<file path="src/rtl/reg_file_2r1w.sv">
// rtl/reg_file_2r1w.sv - 2-read/1-write register file with bypass, zero register and bulk clear
module reg_file_2r1w #(
    parameter int WIDTH    = 8,
    parameter int ADDR_W   = 3,
    parameter int ZERO_REG = 0,
    parameter int BYPASS   = 1
) (
    input  logic              clk,
    input  logic              reset,
    input  logic              we,
    input  logic [ADDR_W-1:0] waddr,
    input  logic [WIDTH-1:0]  wdata,
    input  logic [ADDR_W-1:0] ra_addr,
    input  logic [ADDR_W-1:0] rb_addr,
    output logic [WIDTH-1:0]  ra_data,
    output logic [WIDTH-1:0]  rb_data,
    input  logic              clr_start,
    output logic              busy
);

    localparam int DEPTH = 2 ** ADDR_W;

    typedef enum logic {
        IDLE,
        CLEAR
    } state_t;

    state_t            state;
    state_t            state_next;
    logic [ADDR_W-1:0] cnt;
    logic [ADDR_W-1:0] cnt_next;
    logic [WIDTH-1:0]  mem [DEPTH];
    logic              wr_en;

    assign busy = (state == CLEAR);

    // A write that would land on the hardwired zero register is treated as no write at all,
    // which also keeps it out of the bypass path.
    assign wr_en = we && !busy && !reset && !((ZERO_REG != 0) && (waddr == '0));

    always_comb begin
        state_next = state;
        cnt_next   = cnt;
        case (state)
            IDLE: begin
                if (clr_start) begin
                    state_next = CLEAR;
                    cnt_next   = '0;
                end
            end
            CLEAR: begin
                cnt_next = cnt + 1'b1;
                if (cnt == ADDR_W'(DEPTH - 1)) begin
                    state_next = IDLE;
                end
            end
            default: begin
                state_next = IDLE;
                cnt_next   = '0;
            end
        endcase
    end

    always_ff @(posedge clk or posedge reset) begin
        if (reset) begin
            state <= IDLE;
            cnt   <= '0;
        end else begin
            state <= state_next;
            cnt   <= cnt_next;
        end
    end

    always_ff @(posedge clk or posedge reset) begin
        if (reset) begin
            for (int i = 0; i < DEPTH; i++) begin
                mem[i] <= '0;
            end
        end else if (busy) begin
            mem[cnt] <= '0;
        end else if (wr_en) begin
            mem[waddr] <= wdata;
        end
    end

    function automatic logic [WIDTH-1:0] read_port(input logic [ADDR_W-1:0] addr);
        if ((ZERO_REG != 0) && (addr == '0)) begin
            return '0;
        end else if ((BYPASS != 0) && wr_en && (waddr == addr)) begin
            return wdata;
        end else begin
            return mem[addr];
        end
    endfunction

    always_comb begin
        ra_data = read_port(ra_addr);
        rb_data = read_port(rb_addr);
    end

endmodule

</file>
<file path="config.mk">
export PLATFORM = sky130hd
export DESIGN_NAME = reg_file_2r1w
export DESIGN_NICKNAME = d
export VERILOG_FILES = /design/src/rtl/reg_file_2r1w.sv
export SDC_FILE = /design/constraint.sdc
export NUM_CORES = 1
export LEC_CHECK = 0
export CORE_MARGIN = 2
export CORE_UTILIZATION = 62
export CTS_CLUSTER_SIZE = 14
export DETAILED_ROUTE_END_ITERATION = 8
export GPL_TIMING_DRIVEN = 0
export PLACE_DENSITY = 0.85
export SLEW_MARGIN = 15
export SYNTH_ARGS = -nofsm -noshare
export SYNTH_HDL_FRONTEND = slang
export SYNTH_SLANG_ARGS = --single-unit
export TNS_END_PERCENT = 1
</file>
<file path="constraint.sdc">
create_clock -name clk -period 6.62 [get_ports clk]
set_input_delay 1.324 -clock clk [delete_from_list [all_inputs] [get_ports clk]]
set_output_delay 1.324 -clock clk [all_outputs]
set_load 0.005 [all_outputs]
</file>
# Word level (Yosys, flattened, before mapping)
# Index checks and enable logic that the tools add are counted.
[op_classes]
addsub = 1
n_lt_le_gt_ge = 6
eq_ne = 4
n_mux = 20
n_bitwise = 7
reduce_logical = 9
[op_table]
columns = ["op", "count"]
rows = [
  ["$mux W64", 2],
  ["$and A64 B64 Y64", 1],
  ["$bwmux W64", 1],
  ["$mux W8", 8],
  ["$not A64 Y64", 1],
  ["$bmux W8 S3", 2],
  ["$demux W8 S3", 2],
  ["$ge A4 B4 Y1 const B", 4],
  ["$not A3 Y4", 4],
  ["$lt A4 B1 Y1 const B", 2],
  ["$eq A3 B3 Y1", 2],
  ["$logic_and A1 B1 Y1", 6],
  ["$pmux W3 S2", 1],
  ["$add A3 B1 Y3 const B", 1],
  ["$eq A3 B3 Y1 const B", 1],
  ["$mux W3", 1],
  ["$logic_not A1 Y1", 2],
  ["$mux W1", 2],
  ["$ne A2 B2 Y1 const B", 1],
  ["$pmux W1 S2", 1],
  ["$reduce_bool A2 Y1", 1],
  ["$not A1 Y1", 1],
]
[word_totals]
register_bits = 68
input_bits = 21
out_inout_bits = 17
wordCells = 57

# Logic depth before layout (Yosys ltp)
# Gate-level depths: netlist (run 1).
[depth]
word_depth = 8
depth_mapped = 5
ltp_nobuf = 4

# Least setup slack after synthesis (run 1)
# Ideal clock, no wire load.
[synth_path]
path_kind = "in2out"
from = "input port ra_addr[0]"
to = "output port ra_data[0]"
t_arrival_ps = 2579
t_required_ps = 5296
slack_ps = 2717
cell_stages = 5
n_path_buf = 2
path_cell_list = "buf_6 buf_12 mux4_2 mux2_2 mux2_4"
[synth_via]
elab_chain_cells = 5
elab_cells_between_ends = 7
[synth_rtl]
columns = ["element", "line", "source"]
rows = [
  ["start: declaration", "13", "input logic [ADDR_W-1:0] ra_addr,"],
  ["$not A3 Y4 (not written as such)", "92", "return mem[addr];"],
  ["$bmux W8 S3", "92", ""],
  ["$mux W8 (not written as such) (2 in a row)", "92", ""],
  ["$mux W8 (*)", "89", "end else if ((BYPASS != 0) && wr_en && (waddr == addr)) begin"],
  ["end: declaration", "15", "output logic [WIDTH-1:0] ra_data,"],
]
# Every way passes the cells marked *; elsewhere a longest branch is shown, timed or not. The select of a mux whose other input is x is not followed.

# Worst setup path after layout (run 1)
[layout_path]
from = "input port reset"
to = "output port ra_data[0]"
[layout_via]
elab_chain_cells = 4
[layout_rtl]
columns = ["element", "line", "source"]
rows = [
  ["start: declaration", "9", "input logic reset,"],
  ["$logic_not A1 Y1 (no line)", "--", ""],
  ["$logic_and A1 B1 Y1", "39", "assign wr_en = we && !busy && !reset && !((ZERO_REG != 0) && (waddr == '0));"],
  ["$logic_and A1 B1 Y1", "89", ""],
  ["$mux W8", "89", ""],
]
# No other way between the ends.

==> reports/metrics.csv, run 1 <==
metric,value,unit
RSZ-0062 raised after global routing,false,
Final setup viols,0,
Worst VDD drop,198,uV
Setup Skew,0.00941,ns
post-synthesis register bit count,68,
clock slew at reported path FFs,0.07,ns
crit-path leading delay family,buffers and inverters,
Routed wire per std cell,24.9,um
GPL Wtd Cong,0.857,
Syn Inst Count,276,
max-cap viol count,0,
Rows,29,
vias in the first global route,2832,
crit path kind,in2out,
initial antenna violation count,0,
share of cells above drive strength 1,0.260,
crit path launch type,input port,
placed cells,375,
worst skew pair latency,0.35,ns
IO Pins,38,
Num CTS Buffers,9,
# resized after CTS,0,
# fillers,423,
Bufs and invs on worst path,2,
Tightest Pin Transition,0.996,ns
Mean Syn Cell Area,14.6,um^2
aggregate global routing overflow,0,
initial core utilization,0.638,
DRT Pass-1 Iters,5,
final net count,332,
Slew Limit Fails,0,
Hold Path Class,reg2reg,
Final Hold Viols,0,
final non-filler cell total,389,
CTS max path bufs,2,
drt initial violations,287,
Clock Sinks,68,
WP depth,5,
hold_buf cts,0,
clk root buf,clkbuf_8,
largest net degree at the start of global routing,47,
DR DRC count,0,
CP peak stage delay,0.56,ns
"Data arrival, critical path",3.66,ns
CP endpoint kind,output pin,
Setup TNS,0,ns
Lkg Pwr,2.13,nW
worst hold slack,0.512,ns
status,"finished, final reports clean",
post-CTS setup buffer count,0,
die area,7150,um^2
reg2reg end,mem[54]$_DFFE_PP0P_,
"Min Clock Period, post-route",4.98,ns
CP Cell Sequence,"clkdlybuf4s50_1, nor3b_1, nand4_2, mux2_4, clkdlybuf4s50_1",
crit path launch,reset,
Core ar.,6310,um^2
vias per cell,7.37,
synthesized area,4030,um^2
layout-stage area growth over the synthesis result,13.1,%
Max Freq,201,MHz
yosys warns,0,
"Distinct cells, synth",32,
RR Startpoint,busy$_DFF_PP0_,
"Seq/Total Area, Yosys",0.423,
DIE WIDTH,84.6,um
global-route wire length before repair,15600,um
cells on worst reg2reg path,4,
CTS tree,built,
antenna violation net count after detailed routing,0,
slew margin rel.,0.336,
H-tree Lvls,3,
hold_sp,mem[53]$_DFFE_PP0P_,
cell mode on critical path,clkdlybuf4s50_1,
Die H,84.6,um
hpwl dp,6650,um
part of the cycle the worst path needs,0.753,
antenna fix cells,0,
DRT Wirelength,9690,um
CP Max Fanout,8,
GRT Util Overall,0.289,
WP data required,5.30,ns
port bufs,21,
Via Count,2868,
synthesized net count,299,
CP endpoint,ra_data[0],
pwr/cell area,278,nW/um^2
"slowest stage cell, crit path",clkdlybuf4s50_1,
R2R setup slack,4.58,ns
[cell type report]
class	instances	area (um^2)	share of cell area
Timing Repair Buffer	22	238	0.0522
Buffer	26	168	0.0368
Sequential cell	68	1700	0.374
Clock inverter	2	35.0	0.00770
Clock buffer	12	155	0.0341
Multi-Input combinational cell	180	2150	0.472
Tap cell	77	96.3	0.0212
Inverter	2	10.0	0.00220
[metal layers]
| metal | global-route usage | vias to the layer above | part of all wire |
|---|---|---|---|
| met3 | 0.0669 | 17 | 0.083 |
| li1 | - | 1200 | - |
| met1 | 0.406 | 1495 | 0.41 |
| met2 | 0.442 | 156 | 0.49 |
| met4 | 0.114 | 0 | 0.018 |
| met5 | 0 | - | 0 |
[cell usage after synthesis]
cell	count	area, um^2
mux4_2	16	360
nor2_2	1	6.26
nand2b_1	1	6.26
xnor2_1	6	52.6
ha_1	2	25.0
dfrtp_1	68	1700
a22o_1	64	561
a21oi_1	7	35.0
and4b_1	3	30.0
nand4_2	2	25.0
or3b_2	2	17.5
mux4_1	16	420
nor4bb_1	2	20.0
clkbuf_1	6	22.5
nor2_1	5	18.8
o31ai_1	1	7.51
o21ai_0	1	5.00
buf_6	4	45.0
nand3b_1	2	15.0
buf_12	2	40.0
inv_1	2	7.51
a32oi_1	2	17.5
mux2_2	17	191
nand2_1	2	7.51
mux2_4	16	240
nor3_1	1	5.00
buf_2	6	30.0
nor3b_1	4	30.0
and4_1	1	8.76
buf_1	8	30.0
and2_1	4	25.0
and3b_1	2	17.5
[worst min-delay path by stage]
| stage | end | cells after the start |
|---|---|---|
| 2_1_floorplan | mem[47]$_DFFE_PP0P_ | 1 |
| 3_3_place_gp | mem[46]$_DFFE_PP0P_ | 1 |
| 3_5_place_dp | mem[53]$_DFFE_PP0P_ | 1 |
| 4_1_cts | mem[53]$_DFFE_PP0P_ | 1 |
| 5_1_grt | mem[61]$_DFFE_PP0P_ | 1 |
| 6_report | mem[53]$_DFFE_PP0P_ | 1 |
[through the flow]
stage | utilization | area (um^2) | setup slack (ns) | total power [mW]
finish | 0.721 | 4550 | 1.64 | 1.27
detailed placement | 0.691 | 4360 | 1.66 | 0.924
global route | 0.721 | 4550 | 1.53 | 1.33
floorplan | - | 4030 | 2.72 | 0.793
global placement | 0.686 | 4330 | 1.72 | 0.910
CTS | 0.721 | 4550 | 1.65 | 1.26
[flip-flops by register name (all words and copies together), names as in the netlist]
signal and count:
cnt 3, busy 1, mem 64
[power by group]
part           switching, mW  internal (mW)  total, mW
clock                  0.152          0.190      0.342
combinational          0.185          0.197      0.381
sequential            0.0630          0.480      0.543
total                  0.399          0.867       1.27
[kinds of logic (layout without fill, tap and decap cells)]
group | after synthesis | in the layout | synth area share
AOI/OAI and AO/OA | 75 | 75 | 0.155
DFF | 68 | 68 | 0.423
muxes | 65 | 65 | 0.301
and+or+nand+nor | 32 | 32 | 0.0578
buffers and inverters | 28 | 64 | 0.0435
xor gates and xnor gates | 6 | 6 | 0.0131
adders and majority gates | 2 | 2 | 0.00622
[placed cells by master (no fill, tap or decap), types with 3 or more instances in the layout]
master,Yosys,layout
clkbuf_8,0,11
a22o_1,64,64
mux2_4,16,16
and4b_1,3,3
mux2_2,17,17
a21oi_1,7,7
dfrtp_1,68,68
buf_6,4,4
buf_2,6,6
mux4_2,16,16
mux4_1,16,16
and2_1,4,4
buf_1,8,8
clkdlybuf4s50_1,0,21
xnor2_1,6,6
clkbuf_1,6,7
nor2_1,5,5
nor3b_1,4,4
[worst reg2reg max path, cell delays in order (launching register included)]
cell      delay, ns
dfrtp_1        0.39
clkbuf_1       0.20
or3b_2         0.54
nor2_1         0.59
a22o_1         0.26
No activity file was read; power rests on OpenSTA's default activity.
==> inputs of run 2 (changes only) <==
Settings changed: CORE_UTILIZATION 62 to 52, PLACE_DENSITY 0.85 to 0.76.
Clock period 6.62 ns to 4.2 ns, I/O delays scaled along.
==> reports/metrics.csv, run 2 (same netlist as run 1, synthesis figures left out) <==
metric,value,unit,change
status,"finished, final reports clean",,
GPL Wtd Cong,0.813,,-5.2%
antenna fix cells,0,,unchanged
Max Freq,247,MHz,
H-tree Lvls,3,,unchanged
global-route wire length before repair,15800,um,+1.1%
Tightest Pin Transition,0.998,ns,+0.00119 ns
hold_buf cts,0,,unchanged
clock slew at reported path FFs,0.08,ns,about the same
antenna violation net count after detailed routing,0,,unchanged
Num CTS Buffers,9,,unchanged
Setup Skew,0.00455,ns,-0.00486 ns
CP peak stage delay,0.56,ns,about the same
WP data required,3.36,ns,-1.94 ns
largest net degree at the start of global routing,37,,-21%
Setup TNS,0,ns,unchanged
crit path launch type,input port,,
vias in the first global route,2798,,-1.2%
Routed wire per std cell,23.3,um,-6.4%
hpwl dp,6650,um,about the same
WHS Path Cells,1,,unchanged
crit path kind,in2out,,
Via Count,2722,,-5.1%
total power,2.00,mW,+58%
CP Cell Sequence,"clkdlybuf4s50_1, nor3b_1, nand4_2, mux2_4, clkdlybuf4s50_1",,
GRT Util Overall,0.251,,-0.0376
"most common cell after layout, fill and taps aside",dfrtp_1,,
Final Hold Viols,0,,unchanged
cells on worst reg2reg path,4,,unchanged
initial core utilization,0.529,,-0.108
layout-stage area growth over the synthesis result,14.0,%,
Final setup viols,0,,unchanged
worst skew pair latency,0.35,ns,about the same
DIE WIDTH,92.0,um,+8.8%
CP Max Fanout,8,,unchanged
CTS tree,built,,
DRT Pass-1 Iters,4,,-1
worst hold slack,0.519,ns,+0.00653 ns
share of cells above drive strength 1,0.268,,+0.00790
"slowest stage cell, crit path",clkdlybuf4s50_1,,
CP endpoint kind,output pin,,
most flop-heavy register,mem,,
Clock Sinks,68,,unchanged
aggregate global routing overflow,0,,unchanged
post-CTS setup buffer count,0,,unchanged
initial antenna violation count,0,,unchanged
DRT Wirelength,9690,um,about the same
drt initial violations,229,,-20%
Rows,32,,+10%
die area,8460,um^2,+18%
RSZ-0062 raised after global routing,false,,
Slew Limit Fails,0,,unchanged
max-cap viol count,0,,unchanged
Lkg Pwr,2.12,nW,-0.16%
slew margin rel.,0.335,,-0.000796
"Min Clock Period, post-route",4.04,ns,
part of the cycle the worst path needs,0.963,,
DR DRC count,0,,unchanged
# resized after CTS,0,,unchanged
"Data arrival, critical path",3.20,ns,-0.46 ns
clk root buf,clkbuf_8,,
Die H,92.0,um,+8.8%
cell mode on critical path,clkdlybuf4s50_1,,
Core ar.,7610,um^2,+20%
IO Pins,38,,unchanged
CTS max path bufs,2,,unchanged
port bufs,21,,unchanged
pwr/cell area,437,nW/um^2,+57%
vias per cell,6.54,,-11%
final net count,332,,unchanged
highest-count cells in the layout ignoring fill and taps,"68 x dfrtp_1, 64 x a22o_1, 21 x clkdlybuf4s50_1, 17 x mux2_2",,
Hold Path Class,reg2reg,,
Worst VDD drop,258,uV,+30%
max reg flops,64,,unchanged
-- run 2: per-stage QoR --
step,instance area (um^2),cells,setup WS (ns),util
after CTS,4590,416,0.165,0.603
after floorplan,4030,276,1.27,-
after global placement,4360,399,0.250,0.574
after detailed placement,4390,400,0.179,0.576
after global routing,4590,416,0.0928,0.603
final,4590,416,0.155,0.603
-- run 2: per-layer routing --
layer	vias up	global-route usage	routed length [um]
met5	-	0	0
met4	0	0.108	221
met3	19	0.0329	474
met2	100	0.379	4670
met1	1406	0.370	4320
li1	1197	-	-
-- run 2: final timing paths --
check / start / slack (ns) / endpoint
worst max-delay path: reset / 0.16 / ra_data[4]
worst min-delay path: mem[42]$_DFFE_PP0P_ / 0.52 / mem[42]$_DFFE_PP0P_
worst max register to register: busy$_DFF_PP0_ / 2.16 / mem[54]$_DFFE_PP0P_
worst min register to register: mem[42]$_DFFE_PP0P_ / 0.52 / mem[42]$_DFFE_PP0P_
max in group asynchronous: reset / 2.65 / mem[12]$_DFFE_PP0P_
min in group asynchronous: reset / 1.02 / busy$_DFF_PP0_
-- run 2: area by class of cell --
type	count	area (um^2)
Timing Repair Buffer	22	230
Fill cell	600	3020
Sequential cell	68	1700
Clock buffer	10	138
Inverter	2	10.0
Buffer	26	168
Tap cell	102	128
Multi-Input combinational cell	180	2150
Clock inverter	6	63.8
-- run 2: power breakdown --
group,total (mW),internal (mW),switching [mW]
clock,0.555,0.289,0.266
combinational,0.597,0.309,0.288
sequential,0.851,0.756,0.0948
total,2.00,1.35,0.648
-- run 2: critical path: cells and delay by family --
family / cells / cell delay [ns]
AND/OR/NAND/NOR: 2 / 0.90
multiplexers: 1 / 0.45
buffers and inverters: 2 / 1.01
